--- config.mk ---
export PLATFORM = sky130hd
export DESIGN_NAME = fifo_uart_tx_flat
export DESIGN_NICKNAME = d
export VERILOG_FILES = /design/src/rtl/fifo_uart_tx_if.sv /design/src/rtl/fifo_uart_tx.sv /design/src/flat_wrapper.sv
export SDC_FILE = /design/constraint.sdc
export NUM_CORES = 1
export LEC_CHECK = 0
export BUFFER_PORTS_ARGS = -buffer_cell sky130_fd_sc_hd__buf_2
export CORE_MARGIN = 2
export CORE_UTILIZATION = 62
export DETAILED_ROUTE_END_ITERATION = 10
export PLACE_DENSITY = 0.83
export SLEW_MARGIN = 5
export SYNTH_ARGS = -nofsm -noshare
export SYNTH_HDL_FRONTEND = slang
export SYNTH_SLANG_ARGS = --single-unit
export TNS_END_PERCENT = 10
--- constraint.sdc ---
create_clock -name clk -period 7 [get_ports clk]
set_clock_uncertainty 0.15 [all_clocks]
set_input_delay 1.4 -clock clk [delete_from_list [all_inputs] [get_ports clk]]
set_output_delay 1.4 -clock clk [all_outputs]
set_load 0.01 [all_outputs]
--- src/rtl/fifo_uart_tx_if.sv ---
// Read-side handshake between a first-word-fall-through byte FIFO and the UART transmitter.
// master = transmitter (pops), slave = FIFO (presents head byte and empty flag).
interface fifo_uart_tx_if;
    logic       in_is_empty;
    logic [7:0] in_read_data;
    logic       out_read_ctrl;

    modport master (
        input  in_is_empty,
        input  in_read_data,
        output out_read_ctrl
    );

    modport slave (
        output in_is_empty,
        output in_read_data,
        input  out_read_ctrl
    );
endinterface

--- src/rtl/fifo_uart_tx.sv ---
// Drains a FWFT byte FIFO into UART frames: start, 8 data bits LSB first, optional even parity, stop.
// Frames chain back-to-back with no idle gap when the FIFO has data at the end of the stop bit.
//
// state    | meaning
// ---------+--------------------------------------------------
// S_IDLE   | line high, waiting for enable and a non-empty FIFO
// S_START  | start bit (low) for one bit time
// S_DATA   | 8 data bits, shift register bit 0 on the line
// S_PARITY | even-parity bit (only when PARITY_EN=1)
// S_STOP   | stop bit (high); may pop the next byte on its last cycle
module fifo_uart_tx #(
    parameter int CLKS_PER_BIT = 16,
    parameter bit PARITY_EN    = 1'b0
) (
    input  logic           clk,
    input  logic           rst,
    input  logic           in_tx_enable,
    fifo_uart_tx_if.master fifo,
    output logic           out_tx,
    output logic           out_busy
);
    typedef enum logic [2:0] {
        S_IDLE,
        S_START,
        S_DATA,
        S_PARITY,
        S_STOP
    } state_t;

    localparam logic [15:0] BAUD_LAST = 16'(CLKS_PER_BIT - 1);

    state_t      r_state;
    logic [15:0] r_baud;
    logic [2:0]  r_bit_idx;
    logic [7:0]  r_shift;
    logic        r_parity;
    logic        r_tx;

    logic        w_baud_last;
    logic        w_take;

    assign w_baud_last = (r_baud == BAUD_LAST);

    // Gating with rst keeps the strobe quiet while the FSM is held in reset.
    assign w_take = ~rst & in_tx_enable & ~fifo.in_is_empty &
                    ((r_state == S_IDLE) | ((r_state == S_STOP) & w_baud_last));

    assign fifo.out_read_ctrl = w_take;
    assign out_tx             = r_tx;
    assign out_busy           = (r_state != S_IDLE);

    always_ff @(posedge clk or posedge rst) begin
        if (rst) begin
            r_state   <= S_IDLE;
            r_baud    <= 16'd0;
            r_bit_idx <= 3'd0;
            r_shift   <= 8'd0;
            r_parity  <= 1'b0;
            r_tx      <= 1'b1;
        end else if (w_take) begin
            r_state   <= S_START;
            r_baud    <= 16'd0;
            r_bit_idx <= 3'd0;
            r_shift   <= fifo.in_read_data;
            r_parity  <= ^fifo.in_read_data;
            r_tx      <= 1'b0;
        end else begin
            case (r_state)
                S_IDLE: begin
                    r_baud <= 16'd0;
                    r_tx   <= 1'b1;
                end
                S_START: begin
                    if (w_baud_last) begin
                        r_baud    <= 16'd0;
                        r_bit_idx <= 3'd0;
                        r_state   <= S_DATA;
                        r_tx      <= r_shift[0];
                    end else begin
                        r_baud <= r_baud + 16'd1;
                    end
                end
                S_DATA: begin
                    if (w_baud_last) begin
                        r_baud <= 16'd0;
                        if (r_bit_idx == 3'd7) begin
                            r_state <= PARITY_EN ? S_PARITY : S_STOP;
                            r_tx    <= PARITY_EN ? r_parity : 1'b1;
                        end else begin
                            r_bit_idx <= r_bit_idx + 3'd1;
                            r_shift   <= {1'b0, r_shift[7:1]};
                            r_tx      <= r_shift[1];
                        end
                    end else begin
                        r_baud <= r_baud + 16'd1;
                    end
                end
                S_PARITY: begin
                    if (w_baud_last) begin
                        r_baud  <= 16'd0;
                        r_state <= S_STOP;
                        r_tx    <= 1'b1;
                    end else begin
                        r_baud <= r_baud + 16'd1;
                    end
                end
                S_STOP: begin
                    // A pending pop was handled above; here the frame simply ends.
                    if (w_baud_last) begin
                        r_baud  <= 16'd0;
                        r_state <= S_IDLE;
                        r_tx    <= 1'b1;
                    end else begin
                        r_baud <= r_baud + 16'd1;
                    end
                end
                default: begin
                    r_state <= S_IDLE;
                    r_baud  <= 16'd0;
                    r_tx    <= 1'b1;
                end
            endcase
        end
    end
endmodule
--- src/flat_wrapper.sv ---
// flat-port wrapper written by rule: the top's interface ports become plain ports
module fifo_uart_tx_flat 
#(
    parameter int CLKS_PER_BIT = 16,
    parameter bit PARITY_EN    = 1'b0
)
  (clk, rst, in_tx_enable, out_tx, out_busy, fifo_in_is_empty, fifo_in_read_data, fifo_out_read_ctrl);
  fifo_uart_tx_if fifo_i ();
  input  logic clk;
  input  logic rst;
  input  logic in_tx_enable;
  output logic out_tx;
  output logic out_busy;
  input wire logic [$bits(fifo_i.in_is_empty)-1:0] fifo_in_is_empty;
  input wire logic [$bits(fifo_i.in_read_data)-1:0] fifo_in_read_data;
  output wire logic [$bits(fifo_i.out_read_ctrl)-1:0] fifo_out_read_ctrl;
  assign fifo_i.in_is_empty = fifo_in_is_empty;
  assign fifo_i.in_read_data = fifo_in_read_data;
  assign fifo_out_read_ctrl = fifo_i.out_read_ctrl;
  fifo_uart_tx #(.CLKS_PER_BIT(CLKS_PER_BIT), .PARITY_EN(PARITY_EN)) u_core (.clk(clk), .rst(rst), .in_tx_enable(in_tx_enable), .fifo(fifo_i), .out_tx(out_tx), .out_busy(out_busy));
endmodule
==> Implementation_results.wiki <==
{| class="wikitable"
! Metric !! Value
|-
| Post-detailed-placement half-perimeter wirelength || 2370 um
|-
| Element type at the critical path end || output port
|-
| FILL cells || 204
|-
| Height of the chip || 55.9 um
|-
| Antenna violations before repair || 0
|-
| CTS tree || yes
|-
| Run status || complete, no violations
|-
| Final Non-Filler Cells || 207
|-
| Critical Path Start Type || flop
|-
| Path depth of the worst reg2reg path || 6
|-
| Remaining routing DRC violations || 0
|-
| Adder-cell share of the synthesized area || 0.0225
|-
| Primary FF master, synth || sky130_fd_sc_hd__dfrtp_1
|-
| Chip Width || between 50 and 60 um
|-
| CTS H-tree lvls || 2
|-
| Num CTS Buffers || 5
|-
| Hold path depth || 1
|-
| Hold Buf Count CTS || 0
|-
| Largest cells by area after synthesis || sky130_fd_sc_hd__dfrtp_1, sky130_fd_sc_hd__nor2_1, sky130_fd_sc_hd__a221o_1
|-
| Syn nets || approximately 180
|-
| RSZ-0062 raised after global routing || false
|-
| Number of setup buffers added after CTS || 0
|-
| Distinct cell type count after synthesis || 42
|-
| Basic-gate share of the synthesized area counting and, or, nand and nor cells || 0.248
|-
| Post-route fraction of the period consumed by the critical path || 0.569
|-
| Clock slew at reported path FFs || 0.10 ns
|-
| Number of violations of the max-capacitance limit || 0
|-
| Pwr dens || just under 300 nW/um^2
|-
| Slew @ Worst Pin || 1.12 ns
|-
| Reg-to-reg setup timing slack || 4.44 ns
|-
| Max-slew violation count || 0
|-
| Global-route wire length before repair || 5770 um
|-
| Worst-path maximum fanout || 10
|-
| Worst Path Class, Setup || flop to output port
|-
| Time the worst path needs with I/O delays and setup || around 4 ns
|-
| Final ANT Viol Nets || 0
|-
| Setup total negative slack || 0 ns
|-
| Share of synthesized flip-flops with an asynchronous set or reset || 1.00
|-
| Required time reported for the critical path endpoint || 5.45 ns
|-
| Source of the critical timing path || u_core.r_baud[4]$_DFF_PP0_
|-
| Worst-case clock buffer depth || 2
|-
| Overall fraction of global-route tracks in use || 0.238
|-
| Biggest area consumer among synthesized cells || sky130_fd_sc_hd__dfrtp_1
|-
| Number of standard cells after synthesis || 161
|-
| Sequential cell area fraction in the yosys report || 0.466
|-
| Mean routed wirelength per cell || ~16 um
|-
| Count of pins on the block boundary || 15
|-
| Highest achievable clock rate || 251 MHz
|-
| Core region area || approximately 2500 um^2
|-
| Fraction of synthesized cell area in xor and xnor cells || 0.0630
|-
| # nets final || 191
|-
| Ys Warns || 0
|-
| Static leakage power || 0.813 nW
|-
| Final count of hold timing violations || 0
|-
| Via density per instance || 6.36
|-
| Post-synth EDFFs || 0
|-
| Diode count || 0
|-
| Clock insertion delay at the later pin of the skew report || 0.34 ns
|-
| Portion of synthesized cell area occupied by the leading cell type || 0.450
|-
| Critical path data arrival time || 2.43 ns
|-
| Cell chosen for the clock root || sky130_fd_sc_hd__clkbuf_4
|-
| Starting Density || 0.661
|-
| Classification of the worst-slack hold path || flop to flop
|-
| Origin of the critical flop-to-flop path || u_core.r_bit_idx[0]$_DFFE_PP0P_
|-
| FP Rows || 18
|-
| Slowest cell on crit path || sky130_fd_sc_hd__or4_4
|-
| Layout-stage area growth over the synthesis result || 7.50%
|-
| Initial DRT Pass Iterations || 5
|-
| Synth Register Bits || 31
|-
| Layout cells sized above 1 || 0.209
|-
| Worst reg2reg path endpoint || u_core.r_shift[6]$_DFFE_PP0P_
|-
| Port bufs || 14
|-
| Resized cells post-CTS || 0
|-
| Relative slew slack || 0.250
|-
| Mean cell area of the mapped netlist || 10.4 um^2
|-
| Largest net degree at the start of global routing || 32
|-
| Vias in the first global route || roughly 1.3k
|-
| End point of the critical path || fifo_out_read_ctrl
|-
| Final wirelength || 3260 um
|-
| Final count of negative-setup-slack endpoints || 0
|-
| Critical path's largest stage delay || 0.60 ns
|-
| Clock Sink Count || 31
|-
| Cell Area, Synth || 1670 um^2
|-
| Worst vdd ir || 0.281 mV
|-
| Total number of vias || 1317
|-
| Number of instances in the placed design || a little under 200
|-
| Number of DRC markers in iteration 0 || 32
|-
| Multiplexer fraction of the synthesized cell area || 0.0135
|-
| Sequence of cells on the critical path || or4_4 > o41ai_4 > and2_2 > buf_2
|-
| Compound-Gate Fraction of Synth Area || 0.154
|-
| Largest family of logic cells by synthesized area || simple AND/OR/NAND/NOR gates
|-
| Grt total ovfl || 0
|-
| Die Footprint || 3120 um^2
|-
| Global placement routability congestion || 0.836
|}
[synthesized netlist by cell type (all sizes together) (6+ instances only)]
cell,count
inv,6
nand2,6
and3,10
nand3,8
dfrtp,30
a21oi,6
nor2,22
xor2,6
xnor2,6
a221o,7
nand4,7
[cells in the final DEF, fill, tap and decap left out, drive strengths merged, types with 2 or more instances in the layout]
| cell type | n |
|---|---|
| xor2 | 6 |
| or4 | 4 |
| o21ai | 5 |
| dfrtp | 30 |
| and3 | 10 |
| buf | 14 |
| mux2 | 2 |
| inv | 6 |
| ha | 3 |
| clkbuf | 7 |
| nor3 | 2 |
| nand3 | 8 |
| nand2 | 6 |
| xnor2 | 6 |
| nor4 | 5 |
| a21oi | 6 |
| a221o | 7 |
| a32oi | 2 |
| nor2 | 22 |
| nand4 | 7 |
[metal layers]
metal / up-vias / GRT usage / share of wire
li1: 631 / - / -
met1: 646 / 0.289 / 0.44
met2: 36 / 0.406 / 0.51
met3: 4 / 0.0698 / 0.043
met4: 0 / 0.0748 / 0.011
met5: - / 0 / 0
[report_power, final]
| part | total [mW] | internal (mW) | switching, mW |
|---|---|---|---|
| combinational | 0.146 | 0.0681 | 0.0779 |
| sequential | 0.269 | 0.227 | 0.0418 |
| clock | 0.101 | 0.0391 | 0.0622 |
[per-stage QoR]
stage / utilization / worst slack, ns / hold slack (ns) / power (mW) / area, um^2
after floorplan: - / 3.58 / 0.298 / 0.380 / 1670
after global placement: 0.691 / 3.24 / 0.315 / 0.407 / 1740
after detailed placement: 0.691 / 3.18 / 0.327 / 0.419 / 1740
after CTS: 0.711 / 3.01 / 0.339 / 0.518 / 1790
after global routing: 0.711 / 2.89 / 0.364 / 0.552 / 1790
final: 0.711 / 3.02 / 0.336 / 0.516 / 1790
[logic make-up after synthesis]
group,Yosys count
xor+xnor,12
fa+ha+maj,3
simple gates,71
buf+inv,12
mux,2
compound gates,30
flops,31
[state kept, by name, summed over array words and instances, names as in the netlist]
register,count
u_core.r_baud,16
u_core.r_bit_idx,3
u_core.r_shift,8
u_core.out_tx,1
u_core.r_state,3
[worst min path at each step]
stage / from / endpoint
4_1_cts: u_core.r_baud[0]$_DFF_PP0_ / u_core.r_baud[0]$_DFF_PP0_
6_report: u_core.r_baud[0]$_DFF_PP0_ / u_core.r_baud[0]$_DFF_PP0_
3_3_place_gp: u_core.r_baud[0]$_DFF_PP0_ / u_core.r_baud[0]$_DFF_PP0_
2_1_floorplan: u_core.r_baud[0]$_DFF_PP0_ / u_core.r_baud[0]$_DFF_PP0_
5_1_grt: u_core.r_baud[0]$_DFF_PP0_ / u_core.r_baud[0]$_DFF_PP0_
3_5_place_dp: u_core.r_baud[0]$_DFF_PP0_ / u_core.r_baud[0]$_DFF_PP0_
[area by class of cell]
| class | instances | area [um^2] | share of cell area |
|---|---|---|---|
| multi-input cells | 118 | 836 | 0.466 |
| flip-flops and latches | 31 | 777 | 0.433 |
| repair buffers | 14 | 70.1 | 0.0391 |
| clock buffers | 7 | 45.0 | 0.0251 |
| well taps | 30 | 37.5 | 0.0209 |
| inverters | 6 | 22.5 | 0.0126 |
| clock inverters | 1 | 5.00 | 0.00279 |
[critical path: cells and delay by family, from the launching register on]
kind | cells | cell delay, ns
buffers and inverters | 1 | 0.14
AND/OR/NAND/NOR | 2 | 0.88
AO/OA/AOI/OAI | 1 | 0.58
flip-flops | 1 | 0.50
(Power assumes the default switching activity.)
